**src/rtl/log2_32_iter.sv**
```systemverilog
// Walks a 32-bit mask one set bit per cycle, emitting index, one-hot value and beat ordinal.
// Empty masks produce a single marker beat; back-to-back masks run without a bubble.
module log2_32_iter #(
  parameter bit LSB_FIRST = 1'b1
) (
  input  logic        Clk,
  input  logic        nReset,
  input  logic        InValid,
  output logic        InReady,
  input  logic [31:0] InMask,
  output logic        OutValid,
  input  logic        OutReady,
  output logic [4:0]  OutIndex,
  output logic [31:0] OutOnehot,
  output logic [4:0]  OutSeq,
  output logic        OutLast,
  output logic        OutEmpty
);

  localparam logic [0:0] IDLE = 1'b0;
  localparam logic [0:0] RUN  = 1'b1;

  logic [0:0]  state;
  logic [31:0] pending;
  logic [4:0]  seq;
  logic [31:0] sel;
  logic        run;

  function automatic logic [31:0] reverse32(input logic [31:0] v);
    logic [31:0] r;
    r = '0;
    for (int i = 0; i < 32; i++) r[i] = v[31-i];
    return r;
  endfunction

  function automatic logic [31:0] lowest_bit(input logic [31:0] v);
    return v & (~v + 32'd1);
  endfunction

  function automatic logic [4:0] encode5(input logic [31:0] onehot);
    logic [4:0] idx;
    idx = '0;
    for (int i = 0; i < 32; i++)
      if (onehot[i]) idx = idx | 5'(i);
    return idx;
  endfunction

  // Descending order reuses the lowest-bit trick on the bit-reversed mask.
  always_comb begin
    sel       = LSB_FIRST ? lowest_bit(pending) : reverse32(lowest_bit(reverse32(pending)));
    run       = (state == RUN);
    OutValid  = run;
    OutOnehot = run ? sel : 32'd0;
    OutIndex  = run ? encode5(sel) : 5'd0;
    OutSeq    = run ? seq : 5'd0;
    OutLast   = run & ((pending & (pending - 32'd1)) == 32'd0);
    OutEmpty  = run & (pending == 32'd0);
    InReady   = nReset & (~run | (OutLast & OutReady));
  end

  always_ff @(posedge Clk or negedge nReset) begin
    if (!nReset) begin
      state   <= IDLE;
      pending <= '0;
      seq     <= '0;
    end else if (!run) begin
      if (InValid) begin
        pending <= InMask;
        seq     <= '0;
        state   <= RUN;
      end
    end else if (OutReady) begin
      if (!OutLast) begin
        pending <= pending & ~sel;
        seq     <= seq + 5'd1;
      end else if (InValid) begin
        pending <= InMask;
        seq     <= '0;
      end else begin
        pending <= '0;
        state   <= IDLE;
      end
    end
  end

endmodule

```
**config.mk**
```make
export PLATFORM = sky130hd
export DESIGN_NAME = log2_32_iter
export DESIGN_NICKNAME = d
export VERILOG_FILES = /design/src/rtl/log2_32_iter.sv
export SDC_FILE = /design/constraint.sdc
export NUM_CORES = 1
export LEC_CHECK = 0
export CAP_MARGIN = 10
export CORE_MARGIN = 5
export CORE_UTILIZATION = 40
export DETAILED_ROUTE_END_ITERATION = 7
export PLACE_DENSITY_LB_ADDON = 0.05
export RECOVER_POWER = 100
export SYNTH_ARGS = -nofsm -noshare
export SYNTH_HDL_FRONTEND = slang
export SYNTH_SLANG_ARGS = --single-unit
```
**constraint.sdc**
```tcl
create_clock -name Clk -period 2.78 [get_ports Clk]
set_input_delay 0.278 -clock Clk [delete_from_list [all_inputs] [get_ports Clk]]
set_output_delay 0.278 -clock Clk [all_outputs]
set_load 0.02 [all_outputs]
```
==> impl_metrics.tcl, run 1 <==
set metrics [dict create \
    drtAntennaViolNets 0 \
    clkSinkCount 38 \
    totalWireLength_um 14000 \
    design.core.area_sq_um 7330 \
    cpMaxStageDelayCell "or4_4" \
    synth-edff-count 0 \
    wl_per_cell_um 21.0 \
    die_x_um 97.1 \
    n_fill_cell 584 \
    area_growth_pct 73.9 \
    ys_seq_area_frac 0.313 \
    io-pin-count 82 \
    crit_fanout 3 \
    hpwl_um 10100 \
    fin_util 0.720 \
    r2r_slack_ns -0.37 \
    synth.distinct_cells 60 \
    cp-start-kind "flip-flop" \
    rsz0062_at_grt "true" \
    die_area_sq_um 9430 \
    required_ns 2.50 \
    synthFlopType "dfrtp_1" \
    async_flop_share 1.00 \
    cts_made_buffers 5 \
    clock.fmax_mhz 318 \
    mostFrequentLayoutCell "buf_4" \
    clk_pin_slew_ns 0.08 \
    h-tree-depth 2 \
    skew_ns 0.00623 \
    gp_congestion 1.02 \
    pre_cts_ws_ns -0.688 \
    max_slew_margin -0.448 \
    slew_violations 39 \
    final_nets 604 \
    drv_cap 1 \
    synthCells 379 \
    clk_latency_ns 0.29 \
    synth_top_family_by_area "simple AND/OR/NAND/NOR gates" \
    syn_area_sq_um 3040 \
    rr_startpoint "pending[21]" \
    initial_core_util 0.414 \
    worstSetupEndpointType "output pin" \
    critPathKind "flip-flop to output pin" \
    finalHoldViolCount 0 \
    grt_max_degree 55 \
    grt_pass1_wl_um 21600 \
    fp.dieH_um 97.1 \
    final-setup-viol-count 48 \
    max-clock-path-buffers 2 \
    hp-start "InMask[6]" \
    worst_slack_ns -0.368 \
    cts_root_buf "clkbuf_8" \
    yosys.area_share.adder 0.00412 \
    n_antenna_cell 0 \
    finalCriticalPeriod_ns 3.15 \
    synthXorXnorAreaFrac 0 \
    violations "capacitance limit, slew limit, setup timing" \
    num_vias 3968 \
    cpPeakStageDelay_ns 0.55 \
    antenna_found_initial 0 \
    portBuffers 81 \
    cts_tree "yes" \
    hold_path.class "primary input to flip-flop" \
    tightest_slew_ns 2.17 \
    grt_pass1_vias 3909 \
    drc 0 \
    via_per_inst 5.96 \
    ys_ff_latch 38 \
    worstSetupStartpoint "pending[21]" \
    layout_common_cells "buf_4, clkdlybuf4s50_1, nor2_1, dfrtp_1, o21ai_0" \
    fin_crit_sh 1.13 \
    syn-num-nets 416 \
    track_usage 0.284 \
    std_cell_rows 31 \
    synth-compound-area-share 0.303 \
    placed_cell_area_sq_um 4750 \
    final_area_sq_um 5280 \
    synthMuxAreaShare 0.00989 \
    cp.arrival_ns 2.87 \
    avgSynthCellArea_sq_um 8.01 \
    yosysWarnings 0 \
    drt_iter0_drc 278 \
    first_pass_iters 5 \
    cp_cell_sequence "or4_4 -> or3_4 -> buf_4 -> nor2_4 -> o22a_1 -> nand4_1 -> o31a_4 -> nor2b_4 -> buf_6" \
    layout-drive-gt1-share 0.388 \
    synthSimpleGateAreaFrac 0.313 \
    status "finished, violations left" \
    overflow 0 \
]
-- path summary, 6_finish.rpt --
| kind | cells after the start | to |
|---|---|---|
| setup reg to reg | 11 | pending[21] |
| max in group asynchronous | 2 | pending[0] |
| hold / removal | 2 | pending[6] |
| min in group asynchronous | 2 | pending[7] |
| hold reg to reg | 1 | seq[3] |
| setup / recovery | 9 | InReady |
-- routing by layer --
layer	part of all wire	wire length (um)	track usage	vias to the layer above
met4	0.013	184	0.0594	0
li1	-	-	-	1830
met5	0	0	0	-
met1	0.45	6340	0.397	1955
met2	0.47	6560	0.461	167
met3	0.063	877	0.0459	16
-- worst max-delay path, delay by kind of cell (launching register included) --
family                 cells  cell delay (ns)
AOI/OAI and AO/OA          2             0.61
buffers and inverters      2             0.28
DFF                        1             0.38
and+or+nand+nor            5             1.31
-- synthesized netlist by cell type, types with 3 or more instances --
master     instances  area share
clkbuf_1          21       0.026
a41o_1             3      0.0099
inv_1             10       0.012
or2_2              6       0.012
and4_1             3      0.0087
o21ai_0           37       0.061
nor2_1            39       0.048
nand4b_1           3      0.0087
buf_2              4      0.0066
a21o_1             4      0.0099
nor3_1            14       0.023
o41ai_1            4       0.012
and2_1            10       0.021
or3_1              5       0.010
a21oi_1           15       0.025
o31a_1             5       0.014
dfrtp_1           38        0.31
and3_1            18       0.037
nand2_1           24       0.030
o2bb2ai_1          7       0.020
nand3_1           18       0.030
nor3b_1            4      0.0099
a22o_1            19       0.055
a32o_1             3      0.0099
a311o_1            3      0.0099
nor4_1            12       0.025
mux2i_1            3      0.0099
or4_1              5       0.012
-- stage by stage --
| step | TNS (ns) | cells | hold slack (ns) |
|---|---|---|---|
| after CTS | -9.42 | 658 | 0.105 |
| after global placement | -12.44 | 647 | 0.423 |
| final | -11.44 | 666 | 0.546 |
| after detailed placement | -13.95 | 647 | 0.419 |
| after global routing | -15.27 | 666 | 0.552 |
| after floorplan | -6.59 | 379 | -0.0176 |
-- timing repair --
action	CTS	global route
gates resized for setup	126	63
setup endpoints to repair	67	64
pin swaps	18	11
cloned	1	2
setup buffers	3	6
hold buffers	0	0
-- registers in the layout (all words and copies together) (netlist names) --
register / flops
OutValid: 1
seq: 5
pending: 32
-- kinds of logic (layout without fill, tap and decap cells) --
logic type | after synthesis | in the layout
flops | 38 | 38
fa+ha+maj | 1 | 1
buf+inv | 40 | 228
simple gates | 172 | 172
mux | 3 | 3
compound gates | 125 | 125
-- final cells by class --
| type | count | area, sq um | area share |
|---|---|---|---|
| Clock inverter | 1 | 30.0 | 0.00569 |
| Inverter | 11 | 41.3 | 0.00782 |
| Sequential cell | 38 | 955 | 0.181 |
| Timing Repair Buffer | 210 | 1810 | 0.342 |
| Clock buffer | 6 | 82.6 | 0.0156 |
| Tap cell | 99 | 124 | 0.0235 |
| Multi-Input combinational cell | 301 | 2240 | 0.425 |
Power of run 1 is not shown: default switching activity piles up to over one toggle a cycle in this logic, so the estimate is an artifact.
==> run 2, diff against run 1 <==
clock period = 3.9 ns   (was 2.78 ns; I/O delays follow)
==> impl_metrics.tcl, run 2 (synthesized netlist as in run 1, its figures left out) <==
set metrics [dict create \
    cts_tree "yes" \
    max_slew_margin -0.434 \
    initial_core_util 0.414 \
    final-setup-viol-count 0 \
    violations "capacitance limit, slew limit" \
    skew_ns 0.0110 \
    antenna_found_initial 0 \
    cp.arrival_ns 3.37 \
    clkSinkCount 38 \
    grt_pass1_wl_um 18900 \
    fin_setup_tns_ns 0 \
    cts_root_buf "clkbuf_8" \
    grt_use_met3 0.0517 \
    hpwl_um 8700 \
    worst_slack_ns 0.142 \
    drt_iter0_drc 250 \
    seq_area_sq_um 951 \
    die_x_um 97.1 \
    critPathKind "flip-flop to output pin" \
    placed_cell_area_sq_um 4070 \
    clock.fmax_mhz 266 \
    drc 0 \
    n_fill_cell 701 \
    cts_made_buffers 5 \
    die_area_sq_um 9430 \
    clk_pin_slew_ns 0.09 \
    worstSetupEndpointType "output pin" \
    finalCriticalPeriod_ns 3.76 \
    first_pass_iters 5 \
    overflow 0 \
    via_per_inst 6.17 \
    status "finished, violations left" \
    final_nets 507 \
    totalWireLength_um 11600 \
    required_ns 3.51 \
    slew_violations 39 \
    area_growth_pct 36.2 \
    fp.dieH_um 97.1 \
    n_antenna_cell 0 \
    crit_fanout 8 \
    layout-drive-gt1-share 0.117 \
    multi_input_area_sq_um 1910 \
    top_usage_layer "met2" \
    portBuffers 81 \
    drv_cap 1 \
    std_cell_rows 31 \
    design.core.area_sq_um 7330 \
    gp_congestion 0.954 \
    use_met2 0.389 \
    layout_common_cells "clkdlybuf4s50_1, nor2_1, dfrtp_1, o21ai_0, dlygate4sd3_1" \
    finalHoldViolCount 0 \
    fin_crit_sh 0.964 \
    clk_latency_ns 0.30 \
    largest_reg_flops 32 \
    rsz0062_at_grt "false" \
    tightest_slew_ns 2.15 \
    io-pin-count 82 \
    grt_pass1_vias 3517 \
    track_usage 0.244 \
    max-clock-path-buffers 2 \
    h-tree-depth 2 \
    hold_path.class "flip-flop to flip-flop" \
    cp-start-kind "flip-flop" \
    num_vias 3519 \
    ctsHoldBuffers 0 \
    wl_per_cell_um 20.3 \
    top_register "pending" \
    drtAntennaViolNets 0 \
    mostFrequentLayoutCell "clkdlybuf4s50_1" \
    fin_util 0.564 \
    pre_cts_ws_ns 0.176 \
    final_area_sq_um 4140 \
    use_met1 0.340 \
    grt_max_degree 55 \
]
==> run 2: cell types whose count changed in the layout (fill, tap and decap cells not counted), sizes merged <==
| cell | previous run | this run |
|---|---|---|
| clkinvlp | 0 | 1 |
| clkbuf | 22 | 14 |
| clkinv | 1 | 2 |
| bufinv | 1 | 0 |
| dlygate4sd3 | 2 | 36 |
| dlygate4sd2 | 7 | 1 |
| clkdlybuf4s15 | 2 | 0 |
| buf | 134 | 28 |
| clkdlybuf4s50 | 49 | 40 |
==> run 2: repair_timing <==
item	in CTS	in global routing
gates cloned	0	0
resized for setup	1	7
setup endpoints to repair	1	6
setup buffers	0	0
==> run 2: final timing paths <==
| path | end | depth (start not counted) | from | slack (ns) |
|---|---|---|---|---|
| max in group asynchronous | pending[30] | 2 | nReset | 1.76 |
| min in group asynchronous | pending[6] | 2 | nReset | 0.91 |
| worst min register to register | seq[4] | 1 | seq[4] | 0.58 |
| worst max register to register | pending[23] | 8 | pending[16] | 0.35 |
| worst min-delay path | seq[4] | 1 | seq[4] | 0.58 |
| worst max-delay path | InReady | 8 | pending[16] | 0.14 |
==> run 2: final cells by class <==
cell class	count	share of cell area
tap	99	0.0300
clock buffer	6	0.0200
multi-input combinational	301	0.463
clock inverter	2	0.00303
sequential	38	0.230
inverter	11	0.00998
timing repair buffer	113	0.244
==> run 2: through the flow <==
step | hold WS [ns] | cells
5_1_grt | 0.602 | 570
4_1_cts | 0.217 | 570
3_5_place_dp | 0.544 | 562
6_report | 0.577 | 570
3_3_place_gp | 0.530 | 562
2_1_floorplan | 0.0944 | 379
==> run 2: critical path: stages (launching register included) <==
cell,delay (ns)
dfrtp_1,0.46
or4_4,0.58
or3_4,0.41
o31a_1,0.28
a2111oi_4,0.32
nand4_1,0.23
o31a_4,0.35
nor2b_1,0.11
dlygate4sd2_1,0.34
==> run 2: metal layers <==
layer,vias to the layer above,wire [um]
met5,-,0
met4,0,146
met3,16,974
met2,177,5240
met1,1690,5200
li1,1636,-
Power of run 2 is left out for the same reason.
==> run 3, diff against run 2 <==
SETUP_SLACK_MARGIN = 0.02   (was not set)
==> impl_metrics.tcl, run 3 (synthesized netlist as in run 1, its figures left out) <==
set metrics [dict create \
    drt_iter0_drc 269 \
    violations "capacitance limit, slew limit" \
    first_pass_iters 5 \
    via_per_inst 6.15 \
    finalHoldViolCount 0 \
    cp.arrival_ns 3.34 \
    reg2regPathDepth 8 \
    critPathKind "flip-flop to output pin" \
    clock.fmax_mhz 268 \
    clkSinkCount 38 \
    seq_area_sq_um 951 \
    num_vias 3504 \
    cts_setup_buffers 0 \
    n_fill_cell 700 \
    tightest_slew_ns 2.14 \
    die_x_um 97.1 \
    layout-drive-gt1-share 0.117 \
    drtAntennaViolNets 0 \
    max-clock-path-buffers 2 \
    track_usage 0.244 \
    cpMaxStageDelayCell "or4_4" \
    drc 0 \
    portBuffers 81 \
    io-pin-count 82 \
    antenna_found_initial 0 \
    cpPeakStageDelay_ns 0.57 \
    grt_pass1_wl_um 18900 \
    slew_violations 39 \
    rsz0062_at_grt "false" \
    clk_latency_ns 0.30 \
    overflow 0 \
    n_antenna_cell 0 \
    use_met1 0.340 \
    final_nets 507 \
    initial_core_util 0.414 \
    max_slew_margin -0.428 \
    skew_ns 0.00931 \
    gp_congestion 0.954 \
    fp.dieH_um 97.1 \
    status "finished, violations left" \
    ctsHoldBuffers 0 \
    rr_startpoint "pending[16]" \
    fin_setup_tns_ns 0 \
    std_cell_rows 31 \
    hold_path.class "flip-flop to flip-flop" \
    fin_crit_sh 0.957 \
    totalWireLength_um 11500 \
    hold_end "seq[4]" \
    required_ns 3.51 \
    die_area_sq_um 9430 \
    design.core.area_sq_um 7330 \
    hp-start "seq[4]" \
    clk_pin_slew_ns 0.08 \
    finalCriticalPeriod_ns 3.73 \
    drv_cap 1 \
    cp_cell_sequence "or4_4 -> or3_1 -> o31a_1 -> a2111oi_4 -> nand4_2 -> o31a_4 -> nor2b_1 -> dlygate4sd2_1" \
    crit_fanout 8 \
    cp-start-kind "flip-flop" \
    top_register "pending" \
    wl_per_cell_um 20.2 \
    area_growth_pct 36.0 \
    hold_depth 1 \
    use_met2 0.389 \
    top_usage_layer "met2" \
    crit_buf_inv 1 \
    final-setup-viol-count 0 \
    r2r_slack_ns 0.37 \
    cts_made_buffers 5 \
    fin_util 0.563 \
    ctsResizeCount 1 \
    grt_use_met3 0.0517 \
    largest_reg_flops 32 \
    timing.rr.end "pending[23]" \
    worstSetupEndpointType "output pin" \
    cp_top_family "simple AND/OR/NAND/NOR gates" \
    multi_input_area_sq_um 1910 \
    grt_pass1_vias 3517 \
    cts_tree "yes" \
    cts_root_buf "clkbuf_8" \
    h-tree-depth 2 \
    hpwl_um 8700 \
    layout_common_cells "nor2_1, clkdlybuf4s50_1, dfrtp_1, o21ai_0, dlygate4sd3_1" \
    grt_max_degree 55 \
]
==> run 3: cell count changes in the layout (fill, tap and decap cells not counted) <==
cell / change
clkdlybuf4s50_1: -1
nand4_2: +1
nand4_1: -1
clkbuf_1: +1
or3_1: +1
or3_4: -1
==> run 3: worst max-delay path by stage <==
stage | start | endpoint | slack (ns) | cells after the start
2_1_floorplan | pending[16] | InReady | 0.65 | 8
3_3_place_gp | pending[16] | InReady | 0.21 | 8
3_5_place_dp | pending[16] | InReady | 0.18 | 8
4_1_cts | pending[16] | OutLast | 0.06 | 7
5_1_grt | pending[16] | InReady | 0.05 | 8
6_report | pending[16] | InReady | 0.17 | 8
==> run 3: per-stage QoR <==
step / cell area [sq um] / instances / worst slack [ns] / hold slack (ns)
global placement: 4070 / 562 / 0.207 / 0.530
floorplan: 3040 / 379 / 0.653 / 0.0944
CTS: 4170 / 570 / 0.0555 / 0.217
global route: 4130 / 570 / 0.0522 / 0.602
detailed placement: 4070 / 562 / 0.176 / 0.544
finish: 4130 / 570 / 0.167 / 0.579
==> run 3: per-layer routing <==
metal	part of all wire	up-vias
met1	0.45	1680
met3	0.081	18
li1	-	1634
met4	0.015	0
met2	0.45	172
met5	0	-
==> run 3: layout make-up <==
| cell class | instances | area share |
|---|---|---|
| Multi-Input combinational cell | 301 | 0.463 |
| Timing Repair Buffer | 113 | 0.243 |
| Sequential cell | 38 | 0.230 |
| Tap cell | 99 | 0.0300 |
| Clock buffer | 6 | 0.0200 |
| Inverter | 11 | 0.0100 |
| Clock inverter | 2 | 0.00303 |
Power of run 3 is left out for the same reason.
